<file path="config.mk">
export PLATFORM = sky130hd
export DESIGN_NAME = hello_uart_soc
export DESIGN_NICKNAME = d
export VERILOG_FILES = /design/src/rtl/hello_uart_soc.sv
export SDC_FILE = /design/constraint.sdc
export NUM_CORES = 1
export LEC_CHECK = 0
export BUFFER_PORTS_ARGS = -buffer_cell sky130_fd_sc_hd__buf_2
export CAP_MARGIN = 5
export CORE_ASPECT_RATIO = 0.6
export CORE_UTILIZATION = 40
export CTS_CLUSTER_SIZE = 8
export DETAILED_ROUTE_END_ITERATION = 10
export SETUP_SLACK_MARGIN = 0.4
export SKIP_CTS_REPAIR_TIMING = 1
export SLEW_MARGIN = 5
export SYNTH_ARGS = -nofsm -noshare
export SYNTH_HDL_FRONTEND = slang
export SYNTH_SLANG_ARGS = --single-unit
</file>
<file path="constraint.sdc">
create_clock -name clk -period 3.1 [get_ports clk]
set_clock_uncertainty 0.15 [all_clocks]
set_input_delay 0.465 -clock clk [delete_from_list [all_inputs] [get_ports clk]]
set_output_delay 0.465 -clock clk [all_outputs]
set_load 0.02 [all_outputs]
</file>
<file path="src/rtl/hello_uart_soc.sv">
// hello_uart_soc: sends a fixed banner on UART_out after reset, then echoes
// every correctly framed byte received on UART_in (8N1, single-byte buffer).
module hello_uart_soc #(
  parameter int CLKS_PER_BIT = 434,
  parameter int MSG_LEN = 13
) (
  input  logic clk,
  input  logic rst,
  input  logic UART_in,
  output logic UART_out
);
  localparam int CW = $clog2(CLKS_PER_BIT);
  localparam int IW = $clog2(MSG_LEN);
  localparam logic [CW-1:0] LAST = CW'(CLKS_PER_BIT - 1);
  localparam logic [CW-1:0] HALF = CW'(CLKS_PER_BIT / 2 - 1);
  localparam logic [103:0] MSG = {8'h0A, 8'h0D, "dlroW olleH"};
  typedef enum logic [2:0] {R_IDLE, R_START, R_DATA, R_STOP, R_WAIT} rx_t;
  typedef enum logic [1:0] {T_IDLE, T_START, T_DATA, T_STOP} tx_t;
  logic rst_ok_q, rx_s1_q, rx_s2_q;
  rx_t rx_st_q;
  logic [CW-1:0] rx_cnt_q;
  logic [2:0] rx_bit_q;
  logic [7:0] rx_sh_q;
  logic rx_done;
  tx_t tx_st_q;
  logic [CW-1:0] tx_cnt_q;
  logic [2:0] tx_bit_q;
  logic [7:0] tx_sh_q;
  logic tx_q;
  logic [IW-1:0] idx_q;
  logic pend_q, full_q;
  logic [7:0] buf_q;
  logic [7:0] rom_byte;
  assign rom_byte = MSG[{idx_q, 3'b000} +: 8];
  assign rx_done = rx_st_q == R_STOP && rx_cnt_q == LAST && rx_s2_q;
  assign UART_out = tx_q;
  // rst_ok_q delays functional release by one clock; the RX synchroniser idles high
  always_ff @(posedge clk or negedge rst)
    if (!rst) {rst_ok_q, rx_s1_q, rx_s2_q} <= 3'b011;
    else {rst_ok_q, rx_s1_q, rx_s2_q} <= {1'b1, UART_in, rx_s1_q};
  always_ff @(posedge clk or negedge rst)
    if (!rst) begin
      rx_st_q <= R_IDLE;
      rx_cnt_q <= '0;
      rx_bit_q <= '0;
      rx_sh_q <= '0;
    end else if (rst_ok_q) begin
      rx_cnt_q <= rx_cnt_q + 1'b1;
      case (rx_st_q)
        R_IDLE: begin
          rx_cnt_q <= '0;
          if (!rx_s2_q) rx_st_q <= R_START;
        end
        R_START: if (rx_cnt_q == HALF) begin
          rx_cnt_q <= '0;
          rx_bit_q <= '0;
          rx_st_q <= rx_s2_q ? R_IDLE : R_DATA;
        end
        R_DATA: if (rx_cnt_q == LAST) begin
          rx_cnt_q <= '0;
          rx_sh_q <= {rx_s2_q, rx_sh_q[7:1]};
          rx_bit_q <= rx_bit_q + 1'b1;
          if (rx_bit_q == 3'd7) rx_st_q <= R_STOP;
        end
        R_STOP: if (rx_cnt_q == LAST) rx_st_q <= rx_s2_q ? R_IDLE : R_WAIT;
        R_WAIT: if (rx_s2_q) rx_st_q <= R_IDLE;
        default: rx_st_q <= R_IDLE;
      endcase
    end
  always_ff @(posedge clk or negedge rst)
    if (!rst) begin
      tx_st_q <= T_IDLE;
      tx_cnt_q <= '0;
      tx_bit_q <= '0;
      tx_sh_q <= '0;
      tx_q <= 1'b1;
      idx_q <= '0;
      pend_q <= 1'b1;
      full_q <= 1'b0;
      buf_q <= '0;
    end else if (rst_ok_q) begin
      tx_cnt_q <= tx_cnt_q + 1'b1;
      case (tx_st_q)
        T_IDLE: begin
          tx_cnt_q <= '0;
          if (pend_q || full_q) begin
            tx_st_q <= T_START;
            tx_q <= 1'b0;
            tx_sh_q <= pend_q ? rom_byte : buf_q;
          end
          if (pend_q) begin
            idx_q <= idx_q + 1'b1;
            if (idx_q == IW'(MSG_LEN - 1)) pend_q <= 1'b0;
          end else if (full_q) full_q <= 1'b0;
        end
        T_START: if (tx_cnt_q == LAST) begin
          tx_cnt_q <= '0;
          tx_bit_q <= '0;
          tx_q <= tx_sh_q[0];
          tx_st_q <= T_DATA;
        end
        // ones shift in behind the data so the last shift presents the stop level
        T_DATA: if (tx_cnt_q == LAST) begin
          tx_cnt_q <= '0;
          tx_bit_q <= tx_bit_q + 1'b1;
          tx_sh_q <= {1'b1, tx_sh_q[7:1]};
          tx_q <= tx_sh_q[1];
          if (tx_bit_q == 3'd7) tx_st_q <= T_STOP;
        end
        T_STOP: if (tx_cnt_q == LAST) tx_st_q <= T_IDLE;
        default: tx_st_q <= T_IDLE;
      endcase
      if (rx_done) begin
        buf_q <= rx_sh_q;
        full_q <= 1'b1;
      end
    end
endmodule

</file>
==> impl_metrics.tcl, run 1 <==
set metrics [dict create \
    clk_pin_slew_worst_paths_ns 0.05 \
    yosysUniqueCellTypes 52 \
    setup_violations 0 \
    crit_fanout 10 \
    cp.depth 6 \
    fin_tns_setup_ns 0 \
    reg2reg_slack_ns 0.63 \
    drc_errors 0 \
    antenna_found_initial 0 \
    synthTopCellsByArea "dfrtp_1 (44%), mux2_2 (8.1%), ha_1 (7.9%)" \
    insertedDiodeCount 0 \
    synth_top_cell_area_share_pct 44.2 \
    drive_above_1_share_pct 18.8 \
    post_drt_wl_per_cell_microns 14.2 \
    period_minus_slack_ns 2.47 \
    htree_levels 3 \
    via_per_inst 5.08 \
    gp_congestion 0.716 \
    track_usage_pct 16.4 \
    final_max_slew_viol_count 0 \
    hold_class "in2async" \
    crit_family "simple AND/OR/NAND/NOR gates" \
    synth_nets 340 \
    vias 2201 \
    initial_core_util_pct 41.9 \
    cts_tree "yes" \
    finalHoldViolCount 0 \
    ctsLongestPathBuffers 2 \
    required_ns 3.16 \
    detail-route-antenna-nets 0 \
    die_x_microns 120 \
    synth_cells 316 \
    cts_root_buf "clkbuf_16" \
    fmax_mhz 405 \
    dieArea_sq_um 8730 \
    r2r-start "rx_cnt_q[1]" \
    seq_area_frac_synth_pct 47.3 \
    clock_latency_ns 0.33 \
    yosys.area.top_type "dfrtp_1" \
    grt_first_pass_wirelength_mm 10.8 \
    io_pins 4 \
    cts_buffers 9 \
    worstPathArrival_ns 2.53 \
    wl_mm 6.15 \
    syn_to_final_growth_pct 13.9 \
    critPathMaxStageDelay_ns 0.55 \
    rsz0062_at_grt "false" \
    reg2reg_depth 6 \
    synth.avg_cell_area_sq_um 10.6 \
    placedCellCount 417 \
    io_buffers 3 \
    fin_total_pwr_mw 2.14 \
    cp_slowest_cell "or4_1" \
    crit_buf_inv 1 \
    crit_chain "inv_1 -> ha_1 -> nand4b_1 -> or4_1 -> nor3_4 -> mux2_2" \
    endpoint "rx_sh_q[0]" \
    synthTopCellsByCount "dfrtp_1 (59), nor2_1 (30), nand2_1 (29)" \
    status "completed" \
    grt-ovfl-total 0 \
    num_rows 25 \
    drtIter0Drc 157 \
    core_area_sq_um 7980 \
    yosysMostFrequentCell "dfrtp_1" \
    cp-start-kind "flip-flop" \
    dr.pass1.iters 4 \
    ys_ff_latch 63 \
    grt_pass1_vias 2096 \
    clkSinkCount 63 \
    reg2reg_to "rx_sh_q[0]" \
    worst_slew_pin_slew_ns 0.751 \
    ys_async_sr_fraction_pct 100 \
    timing.critical_path.from "rx_cnt_q[1]" \
    grt_max_degree 29 \
    slew_headroom_pct 49.9 \
    syn_area_sq_um 3340 \
    ys.flop_type "dfrtp_1" \
    post_dp_cell_area_sq_um 3460 \
    yosysWarningCount 0 \
    path_class "reg2reg" \
    power_density_nw_per_um2 563 \
    hpwl_mm 4.35 \
    final_cells 433 \
    irDropWorstVdd_v 0.000280 \
    design_area_sq_um 3800 \
    end_kind "flip-flop" \
    die_h_microns 72.8 \
    maxCapViolCount 0 \
    p_leak_nw 1.76 \
    post-route-period-util_pct 79.7 \
    synth_edf_count 0 \
    final_net_count 344 \
]
-- cells by family after synthesis --
kind of cell / synth area share (%)
simple gates: 15.9
flops: 47.3
compound gates: 10.9
mux: 10.6
buf+inv: 3.33
fa+ha+maj: 7.87
xor+xnor: 3.93
other cells: 0.112
-- metrics by stage --
stage	setup slack [ns]	hold WS, ns	utilization [%]
detailed placement	0.549	0.203	43.4
CTS	0.524	0.0333	47.7
floorplan	0.863	0.0194	-
global placement	0.613	0.197	43.4
global route	0.465	0.0687	47.7
finish	0.631	0.0170	47.7
-- routing by layer --
metal | wire length [microns] | share of wire (%) | track usage [%]
met1 | 3480 | 57 | 24.6
met2 | 2390 | 39 | 20.6
met3 | 221 | 3.6 | 6.17
met4 | 55 | 0.89 | 6.67
met5 | 0 | 0 | 0
-- placed cells by master (no fill, tap or decap), types with 2 or more instances in the layout --
cell / n
clkbuf_8: 4
nand3b_1: 2
nand3_1: 2
inv_1: 15
nor2_1: 30
o211ai_1: 3
o31ai_1: 2
o21ba_2: 2
ha_1: 21
a211oi_1: 2
nand2_1: 29
xor2_1: 7
nand4_1: 6
mux2_2: 24
and3_1: 5
nor3_4: 2
bufinv_16: 2
a21oi_1: 9
buf_4: 3
nor3_1: 2
nand2b_1: 8
o22ai_1: 7
buf_2: 3
xnor2_1: 8
dfrtp_1: 59
and2_1: 2
o21ai_0: 18
dfstp_2: 4
a22o_1: 5
clkbuf_16: 9
mux2i_1: 6
-- how the worst min path moves through the flow --
stage | start | endpoint
2_1_floorplan | rst | buf_q[0]
3_3_place_gp | rx_s1_q | rx_s2_q
3_5_place_dp | rx_s1_q | rx_s2_q
4_1_cts | rst | rx_bit_q[0]
5_1_grt | rst | idx_q[3]
6_report | rst | idx_q[3]
-- cell type report --
class	count	area (sq um)
Inverter	15	56.3
Timing Repair Buffer	6	37.5
Tap cell	108	135
Clock inverter	2	60.1
Multi-Input combinational cell	225	1650
Sequential cell	63	1580
Fill cell	746	4170
Clock buffer	14	284
-- report_power, final --
| group | internal, mW | leakage, nW | switching (mW) |
|---|---|---|---|
| registers | 0.859 | 0.850 | 0.0469 |
| logic | 0.0401 | 0.738 | 0.0628 |
| clock network | 0.791 | 0.169 | 0.343 |
| total | 1.69 | 1.76 | 0.453 |
-- sequential cells by signal, summed over array words and instances (netlist names), 2 cells and up --
register  flops
rx_cnt_q      9
tx_cnt_q      9
buf_q         8
rx_sh_q       8
tx_sh_q       8
idx_q         4
rx_bit_q      3
rx_st_q       3
tx_bit_q      3
tx_st_q       2
(Power assumes the default switching activity.)
==> run 2: changes to the inputs <==
==> constraint.sdc (replaced) <==
create_clock -name clk -period 2.3 [get_ports clk]
set_clock_uncertainty 0.15 [all_clocks]
set_input_delay 0.345 -clock clk [delete_from_list [all_inputs] [get_ports clk]]
set_output_delay 0.345 -clock clk [all_outputs]
set_load 0.02 [all_outputs]
==> impl_metrics.tcl, run 2 (synthesis gave the netlist of run 1 again) <==
set metrics [dict create \
    hold_class "reg2reg" \
    grt_max_degree 64 \
    seqPwrFrac_pct 39.3 \
    fmax_mhz 444 \
    clk_pin_slew_worst_paths_ns 0.05 \
    dr.pass1.iters 5 \
    irDropWorstVdd_v 0.000596 \
    design_area_sq_um 4320 \
    r2r-start "rx_cnt_q[1]" \
    top_regs "rx_cnt_q x9, tx_cnt_q x9" \
    post_drt_wl_per_cell_microns 14.2 \
    final_cell_mix "dfrtp_1 (58), nand2_1 (28), nor2_1 (24)" \
    gp_congestion 0.792 \
    required_ns 2.36 \
    endpoint "buf_q[4]" \
    clkPwrFrac_pct 50.5 \
    track_usage_pct 16.2 \
    clock_latency_ns 0.33 \
    fin_util_pct 54.1 \
    crit_chain "inv_2 -> ha_4 -> nand4b_1 -> or4_4 -> nor2_4 -> and4_4 -> buf_6 -> mux2_2" \
    syn_to_final_growth_pct 29.3 \
    wl_mm 6.55 \
    core_area_sq_um 7980 \
    grt_pass1_vias 2196 \
    multiInputGateArea_sq_um 1870 \
    p_int_mw 2.38 \
    num_rows 25 \
    drtIter0Drc 158 \
    cp-start-kind "flip-flop" \
    drive_above_1_share_pct 32.2 \
    sw_frac_of_total_pct 21.3 \
    finalHoldViolCount 0 \
    worst_hold_slack_ns 0.204 \
    htree_levels 3 \
    setup_violations 0 \
    cts_tree "yes" \
    fill_cells 671 \
    cts_root_buf "clkbuf_16" \
    initial_core_util_pct 41.9 \
    grt_first_pass_wirelength_mm 10.7 \
    cts_buffers 9 \
    final_cells 462 \
    ctsLongestPathBuffers 2 \
    final_net_count 373 \
    end_kind "flip-flop" \
    fin_tns_setup_ns 0 \
    ff_latch_area_sq_um 1580 \
    grt-ovfl-total 0 \
    period_minus_slack_ns 2.25 \
    status "completed" \
    placedCellCount 434 \
    die_x_microns 120 \
    power_frac_comb_pct 10.2 \
    final_max_slew_viol_count 0 \
    power_density_nw_per_um2 700 \
    reg2reg_to "buf_q[4]" \
    io_pins 4 \
    worstPathArrival_ns 2.31 \
    via_per_inst 5.11 \
    detail-route-antenna-nets 0 \
    reg2reg_slack_ns 0.05 \
    die_h_microns 72.8 \
    rsz0062_at_grt "true" \
    io_buffers 3 \
    final_common_cell "dfrtp_1" \
    post_dp_cell_area_sq_um 3690 \
    p_leak_nw 1.95 \
    net-switching-power_mw 0.644 \
    crit_fanout 5 \
    drc_errors 0 \
    cp_slowest_cell "or4_4" \
    hold_depth 0 \
    dieArea_sq_um 8730 \
    maxCapViolCount 0 \
    hpwl_mm 4.33 \
    path_class "reg2reg" \
    insertedDiodeCount 0 \
    post-route-period-util_pct 97.8 \
    antenna_found_initial 0 \
    timing.critical_path.from "rx_cnt_q[1]" \
    clkSinkCount 63 \
    critPathMaxStageDelay_ns 0.47 \
    vias 2363 \
    reg2reg_depth 8 \
]
## run 2: cell count changes in the layout (fill, tap and decap cells not counted), moves of 5 or more
cell / delta
mux2_2: -14
buf_6: +12
nor2_4: +5
mux2_4: +15
nor2_1: -6
buf_4: +13
## run 2: layer usage
metal	GRT usage [%]	up-vias	part of all wire, %
met4	7.08	0	0.96
met3	5.63	8	3.9
met1	24.0	1155	54
met2	20.7	37	41
met5	0	-	0
li1	-	1163	-
## run 2: worst min-delay path by stage
stage | from | to
3_3_place_gp | rx_s1_q | rx_s2_q
4_1_cts | rst | idx_q[3]
2_1_floorplan | rst | buf_q[0]
3_5_place_dp | rx_s1_q | rx_s2_q
5_1_grt | rx_s1_q | rx_s2_q
6_report | rx_s1_q | rx_s2_q
## run 2: final cells by class
class | instances | share of cell area [%]
clock buffers | 14 | 6.58
clock inverters | 2 | 1.39
inverters | 15 | 1.30
multi-input cells | 225 | 43.3
flip-flops and latches | 63 | 36.7
well taps | 108 | 3.13
repair buffers | 35 | 7.65
## run 2: worst max-delay path, delay by kind of cell (launching register included)
family / cells / cell delay [ns]
AND/OR/NAND/NOR: 4 / 0.95
buffers and inverters: 2 / 0.20
multiplexers: 1 / 0.33
adder cells (fa/ha/maj): 1 / 0.12
flip-flops: 1 / 0.38
## run 2: power groups by stage
stage               clock, mW  sequential [mW]  combinational (mW)
floorplan                   0             1.22               0.114
global placement            0             1.20               0.267
detailed placement          0             1.20               0.274
CTS                      1.57             1.19               0.275
global route             1.62             1.19               0.343
finish                   1.53             1.19               0.307
## run 2: stage by stage
step                      power, mW  setup slack (ns)
after floorplan                1.34             0.100
after global placement         1.47            0.0789
after detailed placement       1.48            0.0106
after CTS                      3.03           -0.0110
after global routing           3.16           -0.0165
final                          3.02            0.0500
==> run 3: changes to the inputs <==
--- a/config.mk
+++ b/config.mk
@@ -5,6 +5,7 @@
 export SDC_FILE = /design/constraint.sdc
 export NUM_CORES = 1
 export LEC_CHECK = 0
+export ABC_AREA = 1
 export BUFFER_PORTS_ARGS = -buffer_cell sky130_fd_sc_hd__buf_2
 export CAP_MARGIN = 5
 export CORE_ASPECT_RATIO = 0.6
==> impl_metrics.tcl, run 3 <==
set metrics [dict create \
    grt-ovfl-total 0 \
    clkPwrFrac_pct 42.8 \
    irDropWorstVdd_v 0.000432 \
    grt_first_pass_wirelength_mm 11.9 \
    final_net_count 474 \
    ys_ff_latch 63 \
    syn_area_sq_um 3520 \
    post_drt_wl_per_cell_microns 12.3 \
    yosysWarningCount 0 \
    syn_to_final_growth_pct 12.3 \
    cp-start-kind "flip-flop" \
    final_cells 567 \
    ys.flop_type "dfrtp_1" \
    synth_edf_count 0 \
    synth.avg_cell_area_sq_um 8.01 \
    final_common_cell "nand2_1" \
    net-switching-power_mw 0.788 \
    gp_congestion 0.845 \
    io_pins 4 \
    detail-route-antenna-nets 0 \
    final_cell_mix "nand2_1 (146), dfrtp_1 (59), nor2_1 (43)" \
    drive_above_1_share_pct 12.5 \
    power_density_nw_per_um2 716 \
    status "completed" \
    hold_class "reg2reg" \
    initial_core_util_pct 41.3 \
    worstPathArrival_ns 1.84 \
    required_ns 2.36 \
    path_class "reg2reg" \
    hpwl_mm 4.89 \
    fin_tns_setup_ns 0 \
    wl_mm 6.96 \
    track_usage_pct 17.4 \
    fmax_mhz 560 \
    grt_max_degree 44 \
    vias 2721 \
    core_area_sq_um 8520 \
    maxCapViolCount 0 \
    ctsLongestPathBuffers 2 \
    die_x_microns 123 \
    grt_pass1_vias 2428 \
    num_rows 26 \
    setup_violations 0 \
    via_per_inst 4.80 \
    yosysUniqueCellTypes 39 \
    end_kind "flip-flop" \
    seq_area_frac_synth_pct 45.0 \
    p_int_mw 2.04 \
    synth_nets 463 \
    dr.pass1.iters 5 \
    slew_headroom_pct 65.7 \
    insertedDiodeCount 0 \
    cts_tree "yes" \
    synthTopCellsByCount "nand2_1 (147), dfrtp_1 (59), nor2_1 (43)" \
    sw_frac_of_total_pct 27.9 \
    clock_latency_ns 0.33 \
    power_frac_comb_pct 13.9 \
    cts_root_buf "clkbuf_16" \
    ys_async_sr_fraction_pct 100 \
    period_minus_slack_ns 1.79 \
    synthTopCellsByArea "dfrtp_1 (42%), nand2_1 (16%), ha_1 (7.5%)" \
    yosys.area.top_type "dfrtp_1" \
    seqPwrFrac_pct 43.2 \
    io_buffers 3 \
    finalHoldViolCount 0 \
    die_h_microns 74.6 \
    worst_slew_pin_slew_ns 0.514 \
    dieArea_sq_um 9180 \
    placedCellCount 548 \
    drc_errors 0 \
    clk_pin_slew_worst_paths_ns 0.05 \
    final_max_slew_viol_count 0 \
    post-route-period-util_pct 77.7 \
    cts_buffers 9 \
    clkSinkCount 63 \
    p_leak_nw 1.92 \
    synth_top_cell_area_share_pct 42.0 \
    htree_levels 3 \
    top_regs "rx_cnt_q x9, tx_cnt_q x9" \
    rsz0062_at_grt "true" \
    synth_cells 439 \
    drtIter0Drc 180 \
    antenna_found_initial 0 \
    fill_cells 858 \
    crit_fanout 16 \
    yosysMostFrequentCell "nand2_1" \
]
[run 3: cell count changes after synthesis, moves of 9 or more]
cell | previous run | this run
clkbuf_1 | 10 | 1
nor2_1 | 30 | 43
mux2_2 | 24 | 0
o21ai_1 | 0 | 9
inv_1 | 15 | 40
nand3_1 | 2 | 22
nand2_1 | 29 | 147
[run 3: final cells by class]
type	instances	area, sq um	share of cell area (%)
multi-input combinational	321	1720	43.5
tap	112	140	3.55
sequential	63	1580	40.0
clock inverter	1	5.00	0.127
inverter	47	176	4.47
clock buffer	15	258	6.53
timing repair buffer	8	70.1	1.77
[run 3: final timing paths]
check                            start          end  slack, ns  cells past startpoint
setup / recovery           rx_cnt_q[1]     buf_q[5]       0.51                      9
hold / removal                 rx_s1_q      rx_s2_q       0.21                      0
min in group asynchronous          rst  tx_cnt_q[4]       0.38                      2
hold reg to reg                rx_s1_q      rx_s2_q       0.21                      0
setup reg to reg           rx_cnt_q[1]     buf_q[5]       0.51                      9
max in group asynchronous          rst      rx_s2_q       0.96                      3
[run 3: kinds of logic (layout without fill, tap and decap cells)]
group                    after synthesis  in the layout  synth area share (%)
XOR/XNOR                               7              7                  1.74
adder cells (fa/ha/maj)               21             21                  7.47
flip-flops                            63             63                  45.0
AO/OA/AOI/OAI                         51             51                  8.86
buffers and inverters                 55             71                  6.62
other                                  1              1                 0.107
AND/OR/NAND/NOR                      241            241                  30.2
[run 3: power groups by stage]
stage	Sequential, mW	Combinational, mW	Clock [mW]
after floorplan	1.23	0.293	0
after global placement	1.24	0.373	0
after detailed placement	1.24	0.392	0
after CTS	1.22	0.394	1.25
after global routing	1.23	0.454	1.31
final	1.22	0.394	1.21
[run 3: worst max-delay path, stage by stage (launching register included)]
cell and delay, ns:
dfrtp_1 0.39, inv_1 0.11, ha_1 0.16, nand2_1 0.06, nor2_2 0.12, nand2_1 0.09
inv_2 0.13, nand2_2 0.24, nand2_1 0.16, o21ai_2 0.06
[run 3: metal layers]
layer	routed length (microns)	track usage [%]	vias to the layer above
met5	0	0	-
li1	-	-	1419
met3	259	5.91	9
met4	71	6.02	0
met2	2690	22.2	54
met1	3940	26.7	1239
[run 3: stage by stage]
step	hold slack, ns	area (sq um)	power [mW]	util [%]	setup WS (ns)
after CTS	-0.152	3910	2.87	45.8	0.454
after floorplan	-0.101	3520	1.52	-	0.724
after global placement	0.195	3640	1.61	42.7	0.481
after detailed placement	0.199	3640	1.63	42.7	0.464
after global routing	0.207	3950	2.99	46.3	0.357
final	0.205	3950	2.83	46.3	0.513
